**src/rtl/prll_bs_rbtr_n_drvrs.sv**
```systemverilog
// prll_bs_rbtr_n_drvrs: N-driver parallel-bus arbiter and router.
// Grants one pending driver round-robin, pops its head packet, decodes the
// 8-bit destination in the packet MSBs and pushes the packet to one driver or,
// on broadcast, to every driver except the source. A destination whose receive
// FIFO is full stalls the transfer. Invalid destinations are dropped and counted.
module prll_bs_rbtr_n_drvrs #(
  parameter int         bits      = 32,
  parameter int         drvrs     = 4,
  parameter logic [7:0] broadcast = 8'hFF
) (
  input  logic                    clk,
  input  logic                    reset,
  input  logic [drvrs-1:0]        pndng,
  input  logic [drvrs-1:0]        full,
  input  logic [drvrs*bits-1:0]   D_pop,
  output logic [drvrs-1:0]        pop,
  output logic [drvrs-1:0]        push,
  output logic [drvrs*bits-1:0]   D_push,
  output logic                    busy,
  output logic [15:0]             drop_cnt
);

  // Driver count widened so it can be compared against 8-bit IDs without overflow.
  localparam logic [8:0] num_drv = 9'(drvrs);

  typedef enum logic [1:0] {
    IDLE  = 2'd0,
    POP   = 2'd1,
    ROUTE = 2'd2
  } state_t;

  state_t                  state_r, state_s;
  logic [7:0]              ptr_r, ptr_s;
  logic [7:0]              g_r, g_s;
  logic [bits-1:0]         pkt_r, pkt_s;
  logic [drvrs-1:0]        pop_r, pop_s;
  logic [drvrs-1:0]        push_r, push_s;
  logic [drvrs*bits-1:0]   d_push_r, d_push_s;
  logic [15:0]             drop_r, drop_s;
  logic                    busy_r;

  logic                    hi_found_s;
  logic [7:0]              hi_g_s;
  logic [7:0]              lo_g_s;
  logic                    found_s;
  logic [7:0]              grant_s;
  logic [bits-1:0]         head_s;
  logic [7:0]              dst_s;
  logic                    is_bcast_s;
  logic                    in_range_s;
  logic [drvrs-1:0]        mask_s;
  logic [7:0]              next_ptr_s;

  // Round-robin search: lowest pending index at or above ptr, else lowest pending overall.
  always_comb begin
    hi_found_s = 1'b0;
    hi_g_s     = 8'd0;
    lo_g_s     = 8'd0;
    for (int i = drvrs - 1; i >= 0; i--) begin
      if (pndng[i]) begin
        lo_g_s = 8'(i);
        if (8'(i) >= ptr_r) begin
          hi_found_s = 1'b1;
          hi_g_s     = 8'(i);
        end else begin
          hi_found_s = hi_found_s;
          hi_g_s     = hi_g_s;
        end
      end else begin
        lo_g_s = lo_g_s;
      end
    end
    found_s = |pndng;
    if (hi_found_s) begin
      grant_s = hi_g_s;
    end else begin
      grant_s = lo_g_s;
    end
  end

  // Head packet of the granted driver, selected with constant slices.
  always_comb begin
    head_s = '0;
    for (int i = 0; i < drvrs; i++) begin
      if (g_r == 8'(i)) begin
        head_s = D_pop[i*bits +: bits];
      end else begin
        head_s = head_s;
      end
    end
  end

  // Destination decode into a target mask; broadcast excludes the source driver.
  always_comb begin
    dst_s      = pkt_r[bits-1 -: 8];
    is_bcast_s = (dst_s == broadcast);
    in_range_s = ({1'b0, dst_s} < num_drv);
    mask_s     = '0;
    for (int i = 0; i < drvrs; i++) begin
      if (is_bcast_s) begin
        mask_s[i] = (g_r != 8'(i));
      end else begin
        mask_s[i] = in_range_s && (dst_s == 8'(i));
      end
    end
    if (({1'b0, g_r} + 9'd1) >= num_drv) begin
      next_ptr_s = 8'd0;
    end else begin
      next_ptr_s = g_r + 8'd1;
    end
  end

  // Next-state and next-output logic of the transaction sequencer.
  always_comb begin
    state_s  = state_r;
    ptr_s    = ptr_r;
    g_s      = g_r;
    pkt_s    = pkt_r;
    pop_s    = '0;
    push_s   = '0;
    d_push_s = d_push_r;
    drop_s   = drop_r;
    case (state_r)
      IDLE: begin
        if (found_s) begin
          g_s = grant_s;
          for (int i = 0; i < drvrs; i++) begin
            pop_s[i] = (grant_s == 8'(i));
          end
          state_s = POP;
        end else begin
          state_s = IDLE;
        end
      end
      POP: begin
        pkt_s   = head_s;
        state_s = ROUTE;
      end
      ROUTE: begin
        if (!(is_bcast_s || in_range_s)) begin
          if (drop_r != 16'hFFFF) begin
            drop_s = drop_r + 16'd1;
          end else begin
            drop_s = drop_r;
          end
          ptr_s   = next_ptr_s;
          state_s = IDLE;
        end else if (mask_s == '0) begin
          ptr_s   = next_ptr_s;
          state_s = IDLE;
        end else if ((mask_s & full) != '0) begin
          state_s = ROUTE;
        end else begin
          push_s = mask_s;
          for (int i = 0; i < drvrs; i++) begin
            d_push_s[i*bits +: bits] = pkt_r;
          end
          ptr_s   = next_ptr_s;
          state_s = IDLE;
        end
      end
      default: begin
        state_s = IDLE;
      end
    endcase
  end

  // State and output registers with synchronous reset.
  always_ff @(posedge clk) begin
    if (reset) begin
      state_r  <= IDLE;
      ptr_r    <= 8'd0;
      g_r      <= 8'd0;
      pkt_r    <= '0;
      pop_r    <= '0;
      push_r   <= '0;
      d_push_r <= '0;
      drop_r   <= 16'd0;
      busy_r   <= 1'b0;
    end else begin
      state_r  <= state_s;
      ptr_r    <= ptr_s;
      g_r      <= g_s;
      pkt_r    <= pkt_s;
      pop_r    <= pop_s;
      push_r   <= push_s;
      d_push_r <= d_push_s;
      drop_r   <= drop_s;
      busy_r   <= (state_s != IDLE);
    end
  end

  assign pop      = pop_r;
  assign push     = push_r;
  assign D_push   = d_push_r;
  assign busy     = busy_r;
  assign drop_cnt = drop_r;

endmodule

```
**config.mk**
```make
export PLATFORM = sky130hd
export DESIGN_NAME = prll_bs_rbtr_n_drvrs
export DESIGN_NICKNAME = d
export VERILOG_FILES = /design/src/rtl/prll_bs_rbtr_n_drvrs.sv
export SDC_FILE = /design/constraint.sdc
export NUM_CORES = 1
export LEC_CHECK = 0
export BUFFER_PORTS_ARGS = -buffer_cell sky130_fd_sc_hd__buf_4
export CAP_MARGIN = 15
export CELL_PAD_IN_SITES_DETAIL_PLACEMENT = 1
export CELL_PAD_IN_SITES_GLOBAL_PLACEMENT = 1
export CORE_MARGIN = 2
export CORE_UTILIZATION = 32
export DETAILED_ROUTE_END_ITERATION = 7
export GPL_TIMING_DRIVEN = 0
export PLACE_DENSITY = 0.89
export SETUP_SLACK_MARGIN = 0.3
export SLEW_MARGIN = 20
export SYNTH_ARGS = -nofsm -noshare
export SYNTH_HDL_FRONTEND = slang
export SYNTH_SLANG_ARGS = --single-unit
```
**constraint.sdc**
```tcl
create_clock -name clk -period 2.6 [get_ports clk]
set_input_delay 0.52 -clock clk [delete_from_list [all_inputs] [get_ports clk]]
set_output_delay 0.52 -clock clk [all_outputs]
set_load 0.01 [all_outputs]
```
==> results.yml, run 1 <==
route:
  drcViolationCount: 0
  routed_wl_um: 22800
  drt_first_pass_iters: 4
  drt_iter0_drc: 222
  route.antenna.remaining_nets: 0
  avgRoutedWirePerCell_um: 18.6
  vias: 6187
  via_per_inst: 5.06
timing:
  fin_setup_tns_ns: 0
  hold_viol: 0
  worst_clock_skew_ns: 0.00910
  worst_pin_slew_ns: 0.676
  min_period_over_period_pct: 84.7
  rsz0062_at_grt: "no"
  fmax_ghz: 0.454
  setup_violations: 0
  drv_slew: 0
  relSlewSlack_pct: 54.9
  min_period_ns: 2.20
clocking:
  cts_root_buffer: "clkbuf_16"
  clock-sinks: 96
  htreeDepth: 3
  clockBufferDepth: 2
  cts_inserted_buffers: 9
  clock_latency_ns: 0.35
  cts_tree: "yes"
  clk_pin_slew_ns: 0.07
synthesis:
  synth_area_leaders: "dfxtp_1 (34%), buf_4 (13%), nand2b_1 (6.5%), nor3_1 (5.6%), a221oi_1 (4.9%)"
  synth.distinct_cells: 45
  synthArstFlopShare_pct: 0
  synthCells: 690
  syn_nets: 834
  ys.flop_type: "dfxtp_1"
  synth_warnings: 0
  syn_area_mm2: 0.00571
  synth_top_area_share_pct: 33.7
  yosysSeqAreaShare_pct: 33.7
  avgSynthCellArea_um2: 8.27
  synth.ff_latch_count: 96
  synth_enable_flop_cells: 0
  yosysTopAreaCell: "dfxtp_1"
power_and_ir_drop:
  power_density_mw_per_mm2: 491
  p_seq_share_pct: 38.5
  power.internal_uw: 2930
  ir_drop_v: 0.000413
  switchingPower_uw: 1300
  combinationalPowerShare_pct: 27.1
  switching_share_pct: 30.7
  leakage_uw: 0.00387
  p_clk_share_pct: 34.4
final_layout:
  flow.area_growth_from_synthesis_pct: 50.8
  drive_gt1_share_pct: 44.6
  utilization_pct: 49.6
  final_cell_mix: "buf_4 (387), dfxtp_1 (94), nor3_1 (62)"
  layout_commonest_cell: "buf_4"
  antenna_cells: 0
  layout.nets: 1136
setup_path:
  worstSetupPathType: "reg -> reg"
  crit_required_ns: 2.88
  arrival_ns: 2.48
  path_max_fanout: 10
  cp-start-kind: "flip-flop"
  endpoint_kind: "flip-flop"
floorplanning:
  chipHeight_um: 138
  chipWidth_um: 138
  dieArea_mm2: 0.0189
  fp-row-count: 48
  ios: 291
  start_util_pct: 32.9
  core_mm2: 0.0174
grt:
  antenna_found_initial: 0
  grt_pass1_wl_um: 34100
  globalRouteOverflowTotal: 0
  grt_max_degree: 17
  grt_pass1_vias: 6492
  groute.usage.overall_pct: 23.6
worst_hold_path:
  hold_class: "reg -> reg"
placed_design:
  gp_congestion: 0.772
  post-dp-hpwl_um: 18100
  port_buffers: 289
run:
  maxCapViolCount: 0
outcome:
  status: "completed"
==> timing repair <==
item	CTS	global route
resized for setup	15	35
setup buffers	1	1
endpoints found under the setup margin	63	63
endpoints found under the hold margin	0	0
hold buffers	0	0
pin swaps	1	1
==> cells in the mapped netlist (2+ instances only) <==
library cell   n
o21ai_0       16
dfxtp_1       96
and4_1         4
a211o_1        2
o31ai_1       13
a211oi_1      32
and3_1         5
ha_1           6
nand3_1        8
mux2i_1       25
buf_4         98
buf_2          7
nor2_1        47
or4b_1         2
inv_1          7
nor3_1        64
o32ai_1        3
and2_1         3
or4_1         14
a21oi_1       28
or3_1          2
a221oi_1      32
nand2b_1      59
nand2_1       12
nor2b_1       39
nand4_1        3
clkbuf_1      43
o21a_1         3
==> area by class of cell <==
cell class	count	area, um^2
flip-flops and latches	96	1920
plain buffers	149	990
clock inverters	6	92.6
repair buffers	291	2180
multi-input cells	438	2880
inverters	7	26.3
fillers	2111	8740
clock buffers	10	229
well taps	225	282
==> logic make-up (layout without fill, tap and decap cells) <==
kind of cell | count (synthesis) | count (layout) | share of synthesized area, %
AOI/OAI and AO/OA | 136 | 136 | 17.0
adders and majority gates | 6 | 6 | 1.31
buffers and inverters | 156 | 463 | 17.0
DFF | 96 | 96 | 33.7
muxes | 26 | 26 | 4.78
and+or+nand+nor | 270 | 270 | 26.3
==> per-layer routing <==
| layer | vias to the layer above | global-route usage (%) | part of all wire, % |
|---|---|---|---|
| met2 | 221 | 42.3 | 49 |
| met1 | 2957 | 27.5 | 41 |
| met4 | 0 | 9.05 | 2.7 |
| met3 | 39 | 4.93 | 6.6 |
| li1 | 2970 | - | - |
| met5 | - | 0 | 0 |
==> worst max-delay path, cell delays in order (launching register included) <==
cell and delay, ns:
dfxtp_1 0.40, nor2b_1 0.44, and3_1 0.23, nand3_1 0.16, clkbuf_1 0.28, or4_1 0.45
a21oi_1 0.17
==> registers in the layout, indices dropped and copies added, names as in the netlist, 2 cells and up <==
| register | count |
|---|---|
| state_r | 2 |
| pkt_r | 32 |
| g_r | 2 |
| push | 4 |
| D_push | 32 |
| pop | 4 |
| drop_cnt | 16 |
| ptr_r | 3 |
==> power groups by stage <==
stage / Combinational (uW) / Sequential [uW] / Clock (uW)
4_1_cts: 1120 / 1630 / 1480
5_1_grt: 1260 / 1640 / 1550
2_1_floorplan: 638 / 1640 / 0
3_5_place_dp: 1100 / 1660 / 0
6_report: 1150 / 1630 / 1460
3_3_place_gp: 1060 / 1660 / 0
==> path summary, 6_finish.rpt <==
kind | startpoint | to | slack (ns) | cells past startpoint
setup / recovery | state_r[1]$_SDFF_PP0_ | drop_cnt[6]$_SDFFE_PP0P_ | 0.40 | 6
hold / removal | pkt_r[16]$_SDFFE_PP0N_ | D_push[112]$_SDFFE_PP0P_ | 0.48 | 2
setup reg to reg | state_r[1]$_SDFF_PP0_ | drop_cnt[6]$_SDFFE_PP0P_ | 0.40 | 6
hold reg to reg | pkt_r[16]$_SDFFE_PP0N_ | D_push[112]$_SDFFE_PP0P_ | 0.48 | 2
==> metrics by stage <==
stage               cell area [um^2]  power, uW  hold WS, ns  std cells  worst slack (ns)
global route                    8610       4450        0.497       1222             0.297
floorplan                       5710       2280        0.452        690             0.598
detailed placement              8160       2760        0.472       1204           -0.0598
global placement                8160       2710        0.459       1204           -0.0253
finish                          8610       4230        0.481       1222             0.399
CTS                             8530       4230        0.483       1221             0.237
Note: power is estimated with default switching activity, not from simulation.
==> run 2: changes to the inputs <==
Settings changed: CORE_UTILIZATION 32 to 29, PLACE_DENSITY 0.89 to 0.86.
Clock period 2.6 ns to 2 ns, I/O delays scaled along.
==> results.yml, run 2 (same netlist as run 1, synthesis figures left out) <==
final_layout:
  antenna_cells: 0
  flow.area_growth_from_synthesis_pct: 84.3
  nFillCells: 2189
  drive_gt1_share_pct: 64.0
  final_cell_mix: "buf_4 (411), dfxtp_1 (74), nand2b_1 (59)"
  layout_commonest_cell: "buf_4"
  layout.nets: 1183
power_and_ir_drop:
  switching_share_pct: 34.0
  combinationalPowerShare_pct: 39.8
  ir_drop_v: 0.000404
  power.internal_uw: 4100
  p_seq_share_pct: 34.2
  power_density_mw_per_mm2: 591
  leakage_uw: 0.00454
  switchingPower_uw: 2120
  p_clk_share_pct: 26.0
  power.total_uw: 6220
route:
  drt_first_pass_iters: 4
  vias: 6593
  avgRoutedWirePerCell_um: 20.8
  routed_wl_um: 27200
  route.antenna.remaining_nets: 0
  drcViolationCount: 0
  via_per_inst: 5.04
  drt_iter0_drc: 219
grt:
  grt_pass1_vias: 6638
  antenna_found_initial: 0
  grt_max_degree: 16
  grt_pass1_wl_um: 36100
  groute.usage.overall_pct: 22.6
  globalRouteOverflowTotal: 0
placed_design:
  gp_congestion: 0.790
  port_buffers: 289
  post-dp-hpwl_um: 17700
setup_path:
  arrival_ns: 2.39
  cp-start-kind: "flip-flop"
  cp-startpoint: "g_r[1]$_SDFFE_PP0P_"
  crit_top_cell: "buf_12"
  slowest_stage: "dfxtp_4"
  r2r-end: "D_push[105]$_SDFFE_PP0P_"
  slowest_delay_ns: 0.37
  crit_required_ns: 2.27
  crit_chain: "inv_4 > ha_4 > buf_12 > nor2b_4 > nor4_4 > o2bb2ai_2 > buf_6 > nor2_4 > buf_12 > buf_8 > mux2i_1"
  r2r_slack_ns: -0.12
  rr_startpoint: "g_r[1]$_SDFFE_PP0P_"
  worstSetupPathType: "reg -> reg"
  endpoint_kind: "flip-flop"
  setup.worst_path.end: "D_push[105]$_SDFFE_PP0P_"
  path_max_fanout: 6
  r2r_cells: 11
timing:
  rsz0062_at_grt: "yes"
  min_period_ns: 2.12
  min_period_over_period_pct: 106
  fmax_ghz: 0.471
  worst_clock_skew_ns: 0.0151
  drv_slew: 0
  relSlewSlack_pct: 51.8
  setup_violations: 37
  fin_setup_tns_ns: -1.81
  worst_pin_slew_ns: 0.723
  setup_ws_ns: -0.123
  hold_viol: 0
floorplanning:
  core_mm2: 0.0194
  start_util_pct: 29.4
  chipHeight_um: 144
  dieArea_mm2: 0.0208
  chipWidth_um: 144
  ios: 291
  fp-row-count: 51
clocking:
  cts_root_buffer: "clkbuf_16"
  clock_latency_ns: 0.36
  clock-sinks: 96
  cts_tree: "yes"
  clockBufferDepth: 2
  htreeDepth: 3
  ctsHoldBuffers: 0
  cts_inserted_buffers: 9
  clk_pin_slew_ns: 0.07
outcome:
  status: "finished, violations left"
  violations: "negative setup slack"
run:
  maxCapViolCount: 0
worst_hold_path:
  hold_class: "in -> reg"
run 2: cell types whose count changed in the layout (fill, tap and decap cells not counted), sizes merged:
cell / previous run / this run
clkinvlp: 2 / 1
bufinv: 2 / 0
clkinv: 1 / 4
inv: 8 / 7
clkbuf: 51 / 48
nand3: 8 / 9
buf: 399 / 448
run 2: through the flow:
stage	instance area, um^2	utilization (%)	setup slack (ns)	hold WS (ns)	instances
final	10500	54.2	-0.123	0.343	1308
after global routing	10500	54.2	-0.186	0.376	1308
after CTS	9520	49.1	-0.0428	0.347	1288
after detailed placement	8260	42.6	-0.483	0.468	1244
after global placement	8260	42.6	-0.450	0.460	1244
after floorplan	5760	-	0.158	0.452	690
run 2: worst min-delay path by stage:
stage / start / endpoint / slack (ns) / cells after the start
6_report: D_pop[113] / pkt_r[17]$_SDFFE_PP0N_ / 0.34 / 3
5_1_grt: D_pop[112] / pkt_r[16]$_SDFFE_PP0N_ / 0.38 / 3
4_1_cts: D_pop[107] / pkt_r[11]$_SDFFE_PP0N_ / 0.35 / 3
3_5_place_dp: pkt_r[1]$_SDFFE_PP0N_ / D_push[97]$_SDFFE_PP0P_ / 0.47 / 2
3_3_place_gp: pkt_r[11]$_SDFFE_PP0N_ / D_push[107]$_SDFFE_PP0P_ / 0.46 / 2
2_1_floorplan: pkt_r[4]$_SDFFE_PP0N_ / D_push[100]$_SDFFE_PP0P_ / 0.45 / 2
run 2: final cells by class:
cell class	count	area, um^2	area share [%]
Inverter	7	28.8	0.274
Timing Repair Buffer	337	2700	25.6
Buffer	149	1260	12.0
Sequential cell	96	1970	18.7
Clock inverter	5	35.0	0.333
Clock buffer	10	229	2.18
Multi-Input combinational cell	439	3970	37.7
Tap cell	265	332	3.15
run 2: critical path: cells and delay by family (launching register included):
| kind | cells | cell delay, ns |
|---|---|---|
| fa+ha+maj | 1 | 0.15 |
| flops | 1 | 0.37 |
| mux | 1 | 0.23 |
| compound gates | 1 | 0.11 |
| simple gates | 3 | 0.53 |
| buf+inv | 5 | 0.64 |
run 2: routing by layer:
metal	track usage [%]	up-vias	share of wire, %	routed length (um)
li1	-	3070	-	-
met1	27.2	3201	41	11000
met2	40.2	271	51	13800
met3	3.31	51	5.7	1550
met4	9.20	0	3.1	833
met5	0	-	0	0
run 2: repair_timing:
item | 4_1_cts | 5_1_grt
setup endpoints to repair | 89 | 93
buffers inserted | 23 | 18
cloned | 6 | 2
pin swaps | 40 | 81
gates resized for setup | 161 | 183
run 2: power by group through the flow:
stage	Combinational (uW)	Sequential [uW]	Clock, uW
after CTS	1920	2130	1620
after global placement	1390	2160	0
after floorplan	844	2140	0
final	2470	2130	1620
after detailed placement	1440	2160	0
after global routing	2620	2140	1720
